<file path="src/rtl/dcache_wb_buffer_pkg.sv">
// Shared widths, AXI constants and drain FSM state type for the data-cache
// write-back buffer.
package dcache_wb_buffer_pkg;

    localparam int LINE_W     = 512;
    localparam int STRB_W     = 64;
    localparam int TAG_W      = 26;
    localparam int LINE_BEATS = 16;
    localparam int BEAT_W     = 4;

    localparam logic [1:0] AXI_BURST_INCR = 2'b01;
    localparam logic [2:0] AXI_SIZE_4B    = 3'b010;
    localparam logic [7:0] AXI_LEN_LINE   = 8'd15;

    typedef enum logic [1:0] {
        WBUF_IDLE = 2'd0,
        WBUF_AW   = 2'd1,
        WBUF_W    = 2'd2,
        WBUF_B    = 2'd3
    } wbuf_state_e;

endpackage

</file>
<file path="src/rtl/dcache_wbuf_fifo.sv">
// Line storage queue for the write-back buffer: pointers, occupancy and a
// parallel tag compare against every valid entry (including the one draining).
module dcache_wbuf_fifo
    import dcache_wb_buffer_pkg::*;
#(
    parameter int DEPTH = 2
) (
    input  logic                   clk,
    input  logic                   rst,
    input  logic                   push_i,
    input  logic                   pop_i,
    input  logic [LINE_W-1:0]      push_data_i,
    input  logic [STRB_W-1:0]      push_strb_i,
    input  logic [TAG_W-1:0]       push_tag_i,
    input  logic [TAG_W-1:0]       query_tag_i,
    output logic [LINE_W-1:0]      head_data_o,
    output logic [STRB_W-1:0]      head_strb_o,
    output logic [TAG_W-1:0]       head_tag_o,
    output logic [$clog2(DEPTH):0] count_o,
    output logic                   full_o,
    output logic                   empty_o,
    output logic                   query_hit_o
);

    localparam int PTR_W = $clog2(DEPTH);
    localparam int CNT_W = PTR_W + 1;

    logic [LINE_W-1:0] data_q [DEPTH];
    logic [STRB_W-1:0] strb_q [DEPTH];
    logic [TAG_W-1:0]  tag_q  [DEPTH];
    logic [DEPTH-1:0]  valid_q;
    logic [PTR_W-1:0]  wr_ptr_q, wr_ptr_d, rd_ptr_q, rd_ptr_d;
    logic [CNT_W-1:0]  count_q, count_d;
    logic              push_ok_s, pop_ok_s;

    assign full_o      = (count_q == CNT_W'(DEPTH));
    assign empty_o     = (count_q == {CNT_W{1'b0}});
    assign count_o     = count_q;
    assign push_ok_s   = push_i && !full_o;
    assign pop_ok_s    = pop_i && !empty_o;
    assign head_data_o = data_q[rd_ptr_q];
    assign head_strb_o = strb_q[rd_ptr_q];
    assign head_tag_o  = tag_q[rd_ptr_q];

    // Pointer and occupancy next-state; pointers wrap naturally at DEPTH.
    always_comb begin
        wr_ptr_d = wr_ptr_q;
        rd_ptr_d = rd_ptr_q;
        count_d  = count_q;
        if (push_ok_s) begin
            wr_ptr_d = wr_ptr_q + PTR_W'(1);
        end else begin
            wr_ptr_d = wr_ptr_q;
        end
        if (pop_ok_s) begin
            rd_ptr_d = rd_ptr_q + PTR_W'(1);
        end else begin
            rd_ptr_d = rd_ptr_q;
        end
        case ({push_ok_s, pop_ok_s})
            2'b10:   count_d = count_q + CNT_W'(1);
            2'b01:   count_d = count_q - CNT_W'(1);
            default: count_d = count_q;
        endcase
    end

    // Queue state; push and pop never target the same slot in one cycle.
    always_ff @(posedge clk or negedge rst) begin
        if (!rst) begin
            wr_ptr_q <= {PTR_W{1'b0}};
            rd_ptr_q <= {PTR_W{1'b0}};
            count_q  <= {CNT_W{1'b0}};
            valid_q  <= {DEPTH{1'b0}};
            for (int i = 0; i < DEPTH; i++) begin
                data_q[i] <= {LINE_W{1'b0}};
                strb_q[i] <= {STRB_W{1'b0}};
                tag_q[i]  <= {TAG_W{1'b0}};
            end
        end else begin
            wr_ptr_q <= wr_ptr_d;
            rd_ptr_q <= rd_ptr_d;
            count_q  <= count_d;
            if (push_ok_s) begin
                data_q[wr_ptr_q]  <= push_data_i;
                strb_q[wr_ptr_q]  <= push_strb_i;
                tag_q[wr_ptr_q]   <= push_tag_i;
                valid_q[wr_ptr_q] <= 1'b1;
            end
            if (pop_ok_s) begin
                valid_q[rd_ptr_q] <= 1'b0;
            end
        end
    end

    // Line-address match against all occupied slots.
    always_comb begin
        query_hit_o = 1'b0;
        for (int i = 0; i < DEPTH; i++) begin
            if (valid_q[i] && (tag_q[i] == query_tag_i)) begin
                query_hit_o = 1'b1;
            end else begin
                query_hit_o = query_hit_o;
            end
        end
    end

endmodule

</file>
<file path="src/rtl/dcache_wb_buffer.sv">
// Data-cache write-back buffer: queues dirty lines and drains each as a
// 16-beat AXI4 INCR write burst, stalling the pipeline when the queue is full.
module dcache_wb_buffer
    import dcache_wb_buffer_pkg::*;
#(
    parameter int         DEPTH  = 2,
    parameter logic [3:0] AXI_ID = 4'd1
) (
    input  logic              clk,
    input  logic              rst,
    input  logic [LINE_W-1:0] wb_data_cache_write,
    input  logic [STRB_W-1:0] wb_data_strb_cache,
    input  logic [31:0]       wb_addr_cache,
    output logic              stallreq,
    input  logic [31:0]       query_addr,
    output logic              query_hit,
    output logic              buf_empty,
    output logic              wb_err,
    output logic [3:0]        awid,
    output logic [31:0]       awaddr,
    output logic [7:0]        awlen,
    output logic [2:0]        awsize,
    output logic [1:0]        awburst,
    output logic              awvalid,
    input  logic              awready,
    output logic [31:0]       wdata,
    output logic [3:0]        wstrb,
    output logic              wlast,
    output logic              wvalid,
    input  logic              wready,
    input  logic [3:0]        bid,
    input  logic [1:0]        bresp,
    input  logic              bvalid,
    output logic              bready
);

    localparam int CNT_W = $clog2(DEPTH) + 1;

    wbuf_state_e       state_q, state_d;
    logic [BEAT_W-1:0] beat_q, beat_d;
    logic              wb_err_q, wb_err_d;
    logic              push_req_s, pop_s, fifo_full_s, fifo_empty_s;
    logic [CNT_W-1:0]  fifo_count_s;
    logic [LINE_W-1:0] head_data_s;
    logic [STRB_W-1:0] head_strb_s;
    logic [TAG_W-1:0]  head_tag_s;
    logic              unused_s;

    assign push_req_s = |wb_data_strb_cache;
    assign stallreq   = push_req_s && fifo_full_s;
    assign buf_empty  = fifo_empty_s && (state_q == WBUF_IDLE);
    assign wb_err     = wb_err_q;
    assign awid       = AXI_ID;
    assign unused_s   = ^{bid, wb_addr_cache[5:0], query_addr[5:0]};

    dcache_wbuf_fifo #(
        .DEPTH (DEPTH)
    ) u_fifo (
        .clk         (clk),
        .rst         (rst),
        .push_i      (push_req_s),
        .pop_i       (pop_s),
        .push_data_i (wb_data_cache_write),
        .push_strb_i (wb_data_strb_cache),
        .push_tag_i  (wb_addr_cache[31:6]),
        .query_tag_i (query_addr[31:6]),
        .head_data_o (head_data_s),
        .head_strb_o (head_strb_s),
        .head_tag_o  (head_tag_s),
        .count_o     (fifo_count_s),
        .full_o      (fifo_full_s),
        .empty_o     (fifo_empty_s),
        .query_hit_o (query_hit)
    );

    // Drain FSM next-state, beat counter and head pop.
    always_comb begin
        state_d  = state_q;
        beat_d   = beat_q;
        pop_s    = 1'b0;
        wb_err_d = 1'b0;
        case (state_q)
            WBUF_IDLE: begin
                if (!fifo_empty_s) state_d = WBUF_AW;
                else               state_d = WBUF_IDLE;
            end
            WBUF_AW: begin
                if (awready) state_d = WBUF_W;
                else         state_d = WBUF_AW;
            end
            WBUF_W: begin
                if (wready && (beat_q == 4'd15)) begin
                    state_d = WBUF_B;
                    beat_d  = 4'd0;
                end else if (wready) begin
                    beat_d = beat_q + 4'd1;
                end else begin
                    beat_d = beat_q;
                end
            end
            WBUF_B: begin
                if (bvalid) begin
                    pop_s    = 1'b1;
                    wb_err_d = (bresp != 2'b00);
                    // Count still includes the line being retired.
                    if (fifo_count_s > CNT_W'(1)) state_d = WBUF_AW;
                    else                          state_d = WBUF_IDLE;
                end else begin
                    state_d = WBUF_B;
                end
            end
            default: state_d = WBUF_IDLE;
        endcase
    end

    // FSM, beat and error-pulse registers.
    always_ff @(posedge clk or negedge rst) begin
        if (!rst) begin
            state_q  <= WBUF_IDLE;
            beat_q   <= 4'd0;
            wb_err_q <= 1'b0;
        end else begin
            state_q  <= state_d;
            beat_q   <= beat_d;
            wb_err_q <= wb_err_d;
        end
    end

    // AXI channel outputs; payloads read zero outside their phase.
    always_comb begin
        awvalid = 1'b0;
        awaddr  = 32'h0;
        awlen   = 8'h0;
        awsize  = 3'h0;
        awburst = 2'h0;
        wvalid  = 1'b0;
        wdata   = 32'h0;
        wstrb   = 4'h0;
        wlast   = 1'b0;
        bready  = 1'b0;
        case (state_q)
            WBUF_AW: begin
                awvalid = 1'b1;
                awaddr  = {head_tag_s, 6'b000000};
                awlen   = AXI_LEN_LINE;
                awsize  = AXI_SIZE_4B;
                awburst = AXI_BURST_INCR;
            end
            WBUF_W: begin
                wvalid = 1'b1;
                wdata  = head_data_s[{beat_q, 5'b00000} +: 32];
                wstrb  = head_strb_s[{beat_q, 2'b00} +: 4];
                wlast  = (beat_q == 4'd15);
            end
            WBUF_B:  bready = 1'b1;
            default: bready = 1'b0;
        endcase
    end

endmodule
</file>
<file path="config.mk">
export PLATFORM = sky130hd
export DESIGN_NAME = dcache_wb_buffer
export DESIGN_NICKNAME = d
export VERILOG_FILES = /design/src/rtl/dcache_wb_buffer_pkg.sv /design/src/rtl/dcache_wbuf_fifo.sv /design/src/rtl/dcache_wb_buffer.sv
export SDC_FILE = /design/constraint.sdc
export NUM_CORES = 2
export LEC_CHECK = 0
export ABC_AREA = 1
export BUFFER_PORTS_ARGS = -buffer_cell sky130_fd_sc_hd__buf_2
export CAP_MARGIN = 5
export CORE_ASPECT_RATIO = 0.5
export CORE_MARGIN = 2
export CORE_UTILIZATION = 45
export CTS_BUF_LIST = sky130_fd_sc_hd__clkbuf_16
export DETAILED_ROUTE_END_ITERATION = 10
export GPL_TIMING_DRIVEN = 0
export SLEW_MARGIN = 5
export SYNTH_ARGS = -nofsm -noshare
export SYNTH_HDL_FRONTEND = slang
export SYNTH_HIERARCHICAL = 1
export SYNTH_SLANG_ARGS = --single-unit
export TNS_END_PERCENT = 50
</file>
<file path="constraint.sdc">
create_clock -name clk -period 2.36 [get_ports clk]
set_input_delay 0.472 -clock clk [delete_from_list [all_inputs] [get_ports clk]]
set_output_delay 0.472 -clock clk [all_outputs]
set_load 0.01 [all_outputs]
</file>
### Word level (Yosys, flattened, before mapping)

Index checks and enable logic that the tools add are counted.

* $add $sub $neg: 5
* order comparisons: 8
* equal/unequal tests: 10
* shifts and indexed selects: 2
* muxes and demuxes: 49
* bitwise logic cells: 5
* reductions and logical operators: 19

Operators by type and width (number)
* $mux W512: 4
* $bwmux W1024: 1
* $demux W512 S1: 1
* $shiftx A512 B10 Y32: 1
* $mux W64: 4
* $bwmux W128: 1
* $mux W26: 4
* $demux W64 S1: 1
* $mux W32: 2
* $reduce_or A64 Y1: 1
* $shiftx A64 B7 Y4: 1
* $bwmux W52: 1
* $eq A26 B26 Y1: 2
* $demux W26 S1: 1
* $mux W4: 4
* $mux W1: 15
* $mux W2: 6
* $logic_and A1 B1 Y1: 10
* $eq A2 B2 Y1 const B: 4
* $pmux W2 S4: 1
* $reduce_bool A2 Y1: 3
* $add A4 B1 Y4 const B: 1
* $eq A2 B1 Y1 const B: 2
* $eq A4 B4 Y1 const B: 1
* other kinds (18): 26

* register bits after elaboration: 1217
* input port bits: 651
* output and inout bits: 93
* word-level logic and storage cells: 111

### Longest topological paths before layout

* depth after elaboration: 8
* depth in mapped cells: 13
* depth with buffers taken out: 11

### Hierarchy

Netlist, hierarchy kept.

Modules (own cells, without submodules)
* dcache_wbuf_fifo: instances 1, cells an instance 5408, area an instance 54860.1 µm²
* dcache_wb_buffer: instances 1, cells an instance 1862, area an instance 7902.6 µm²

### Worst setup path after synthesis

Ideal clock, no wire load.

* path kind: register to output
* start point: register u_fifo.rd_ptr_q
* end point: output wdata[24]
* data arrival time: 1.827 ns
* data required time: 1.888 ns
* path slack: 0.061 ns
* stages on the path, launching flop included: 13
* path buffers: 4
* path through: dfrtp_1 > buf_2 > buf_2 > clkbuf_1 > clkbuf_1 > nand2_1 > o21ai_0 > inv_1 > nand2_1 > nand3_1 > nand3_1 > nand3_1 > a21oi_1

* cells in the longest elaborated chain, start to end: 6

RTL lines
* start, declared: line dcache_wbuf_fifo.sv:32 `logic [PTR_W-1:0] wr_ptr_q, wr_ptr_d, rd_ptr_q, rd_ptr_d;`
* start signal, assigned: line dcache_wbuf_fifo.sv:71 `rd_ptr_q <= {PTR_W{1'b0}};`
* start signal, assigned: line dcache_wbuf_fifo.sv:81 `rd_ptr_q <= rd_ptr_d;`
* $not A1 Y2 (not written as such): line dcache_wbuf_fifo.sv:41 `assign head_data_o = data_q[rd_ptr_q];`
* $mux W512 (not written as such) (3 in series): line dcache_wbuf_fifo.sv:41
* named net head_data_s[248]: line dcache_wb_buffer.sv:44 `logic [LINE_W-1:0] head_data_s;`
* $shiftx A512 B10 Y32: line dcache_wb_buffer.sv:151 `wdata = head_data_s[{beat_q, 5'b00000} +: 32];`
* $mux W32: line dcache_wb_buffer.sv:141 `case (state_q)`
* end, declared: line dcache_wb_buffer.sv:26 `output logic [31:0] wdata,`

The timed path passes the listed nets, and every way through them passes these cells. The select of a mux whose other input is x is not followed.

### Worst setup path in the final report

* start point: register beat_q[1]
* end point: output wdata[29]

* cells in the longest elaborated chain, start to end: 2

RTL lines
* start, declared: line dcache_wb_buffer.sv:40 `logic [BEAT_W-1:0] beat_q, beat_d;`
* start signal, assigned: line dcache_wb_buffer.sv:124 `beat_q <= beat_d;`
* $shiftx A512 B10 Y32: line dcache_wb_buffer.sv:151
* $mux W32: line dcache_wb_buffer.sv:141

No other way between the ends.

==> results.yml <==
floorplan:
  num_rows: 96
  num_io_pins: 744
  dieHeight_um: 268.1
  core-area_mm2: 0.1378
  initial_core_util: 0.4556
  dieArea_mm2: 0.1427
  dieWidth_um: 532.2
worst_setup_path:
  required_ns: 1.89
  crit_type: "reg2out"
  cp_top_family: "buffers and inverters"
  cp_num_cells: 8
  critPathLaunchType: "register"
  cp_max_fo: 10
  r2r_cells: 6
  worst_setup_path_end_kind: "output pin"
  crit_arrival_ns: 3.38
  crit_buf_inv: 4
  crit_path_end: "wdata[29]"
  r2r_start: "u_fifo/count_o[1]$_DFFE_PN0P_"
  slowest_delay_ns: 0.45
  critical_path.startpoint: "beat_q[1]$_DFFE_PN0P_"
  cpMostUsedCell: "buf_2"
  path_cells: "buf_2 > buf_4 > buf_2 > nand2_1 > nand3_2 > nand3_1 > a21oi_4 > buf_2"
  timing.rr.end: "u_fifo/strb_q[122]$_DFFE_PN0P_"
  r2r_slack_ns: -0.44
  cp_slowest_cell: "buf_2"
detailed_routing:
  vias: 57123
  vias_per_cell: 5.342
  drt_first_pass_iters: 8
  antenna_left: 0
  wl_per_cell_um: 23.75
  drc_errors: 0
  first_iter_violations: 6059
  wl_um: 254000
worst_hold_path:
  min_path_type: "in2async"
synthesis:
  syn_area_per_cell_um2: 8.633
  synth_area_mm2: 0.06276
  ys_types: 29
  yosys.area.top_type: "dfrtp_1"
  yosys.area.top_type_share: 0.4852
  synthTopCellsByArea: "dfrtp_1, nand2_1, mux2_4"
  yosys_warnings: 6
  ys_seq_area_frac: 0.4852
  ys_seq_elements: 1217
  syn_inst: 7270
sta:
  relSlewSlack: 0.1371
  slew_violations: 0
  rsz0062_at_grt: "yes"
  fin_ws_ns: -1.496
  post-route-period-util: 1.634
  hold_slack_ns: -0.3546
  hold_viol: 82
  skew_ns: 0.03674
  tightest_slew_ns: 1.294
  max_freq_mhz: 259.4
  fin_crit_ns: 3.856
  finalSetupViolCount: 591
layout:
  fin_area_mm2: 0.08029
  drive_gt1_frac: 0.2317
  nNetsFinal: 9356
  areaGrowthSynthToFinish_pct: 27.93
  fin_util: 0.5828
clock_tree:
  cts_sinks: 1217
  cts_tree: "done"
  worstSkewPairLatency_ns: 0.78
  hold_buffers: 582
  clk_pin_slew_ns: 0.07
  cts_buffer_depth: 3
  tritoncts.num_buffers: 112
  cts_root_buf: "clkbuf_16"
  htreeDepth: 3
placement:
  port_buffers: 710
  placed_area_mm2: 0.06894
  hpwl_um: 186600
  routabilityCongestion: 0.9942
grt:
  grt_pass1_wl_um: 366000
  antenna_found_initial: 58
  grt_max_degree: 158
  grt_pass1_vias: 55712
  track_usage: 0.3483
  grt_overflow_total: 0
power_and_ir_drop:
  p_per_area_mw_per_mm2: 1607
  ir_drop_v: 0.0006877
  leakage_nw: 40.56
status:
  outcome: "finished, violations left"
  violations: "hold timing, setup timing"
run:
  cap_violations: 0
-- cells in the mapped netlist --
cell / instances
a21boi_0: 1
a21oi_1: 41
buf_1: 22
buf_2: 170
buf_4: 35
buf_6: 68
buf_8: 5
clkbuf_1: 182
clkinv_1: 1
conb_1: 2
dfrtp_1: 1217
ha_1: 2
inv_1: 978
inv_2: 6
mux2_2: 32
mux2_4: 551
nand2_1: 2218
nand3_1: 368
nand4_1: 2
nor2_1: 100
nor2_4: 1
nor2_8: 1
nor3_1: 1
o21ai_0: 1241
o21ai_1: 3
o21ai_4: 1
o22ai_1: 2
xnor2_1: 14
xor2_1: 5
-- timing repair --
action                                  4_1_cts  5_1_grt
buffers inserted                              2        0
gates cloned                                  1        1
pin swaps                                    14       11
gates resized for setup                     404      180
endpoints found under the setup margin      611      831
endpoints found under the hold margin      1176       82
-- kinds of logic (layout without fill, tap and decap cells) --
kind of cell | count (synthesis) | in the layout | synth area share
AO/OA/AOI/OAI | 1289 | 1289 | 0.1030
XOR/XNOR | 19 | 19 | 0.002651
adder cells (fa/ha/maj) | 2 | 2 | 0.0003986
buffers and inverters | 1467 | 2981 | 0.1022
flip-flops | 1217 | 1217 | 0.4852
multiplexers | 583 | 583 | 0.1376
other | 2 | 49 | 0.0001197
AND/OR/NAND/NOR | 2691 | 2691 | 0.1688
-- cell usage in the layout (no fill, tap or decap), types with 97 or more instances in the layout --
cell type	count
buf_2	818
clkbuf_1	100
clkbuf_16	116
dfrtp_1	1216
dlygate4sd3_1	582
inv_1	997
mux2_4	551
nand2_1	2185
nand3_1	253
nor2_1	97
o21ai_0	1160
-- registers in the layout, indices dropped and copies added, names as in the netlist --
register / cells
u_fifo/strb_q: 128
beat_q: 4
u_fifo/wr_ptr_q: 1
u_fifo/valid_q: 2
wb_err: 1
u_fifo/data_q: 1024
u_fifo/tag_q: 52
state_q: 2
u_fifo/rd_ptr_q: 1
u_fifo/count_o: 2
-- worst reg2reg max path, cell delays in order (launching register included) --
cell	delay, ns
dfrtp_1	0.43
inv_2	0.12
o21ai_4	0.11
nor2_4	0.56
clkbuf_1	0.70
clkbuf_1	0.57
o21ai_0	0.17
-- layout make-up --
class,instances,area (µm²)
clock inverter,97,847.1
timing repair buffer,1304,9746
buffer,482,3273
clock buffer,113,2828
sequential,1217,30460
tap,1862,2330
antenna,32,80.08
multi-input combinational,4601,27030
fill,12492,57480
inverter,985,3701
-- metal layers --
| metal | vias up | part of all wire | global-route usage |
|---|---|---|---|
| met2 | 2543 | 0.45 | 0.5398 |
| met4 | 46 | 0.046 | 0.1415 |
| met1 | 28255 | 0.41 | 0.4674 |
| met3 | 521 | 0.096 | 0.08860 |
| met5 | - | 0.0014 | 0 |
| li1 | 25758 | - | - |
-- metrics by stage --
step / instances / power [mW] / setup slack [ns] / TNS, ns
after global routing: 10678 / 135.8 / -1.463 / -217.12
after floorplan: 7285 / 78.58 / 0.06051 / 0
after global placement: 9857 / 102.4 / -27.36 / -
after CTS: 10660 / 125.7 / -1.406 / -123.71
after detailed placement: 9865 / 103.1 / -2.212 / -793.26
final: 10693 / 129.0 / -1.496 / -148.76
-- worst min path at each step --
stage,endpoint,start,depth (start not counted),slack [ns]
2_1_floorplan,beat_q[0]$_DFFE_PN0P_,rst,0,0.18
3_3_place_gp,u_fifo/strb_q[0]$_DFFE_PN0P_,u_fifo/strb_q[0]$_DFFE_PN0P_,1,0.49
3_5_place_dp,u_fifo/tag_q[29]$_DFFE_PN0P_,rst,1,0.46
4_1_cts,u_fifo/tag_q[29]$_DFFE_PN0P_,rst,1,-0.34
5_1_grt,u_fifo/tag_q[29]$_DFFE_PN0P_,rst,1,-0.33
6_report,u_fifo/tag_q[29]$_DFFE_PN0P_,rst,1,-0.35
-- power by group --
group	switching [mW]	total [mW]	internal, mW
logic	46.5	73.7	27.2
clock network	8.80	19.0	10.2
registers	4.71	36.3	31.6
total	60.0	129	69.1
Power figures use the tool's default switching activity.
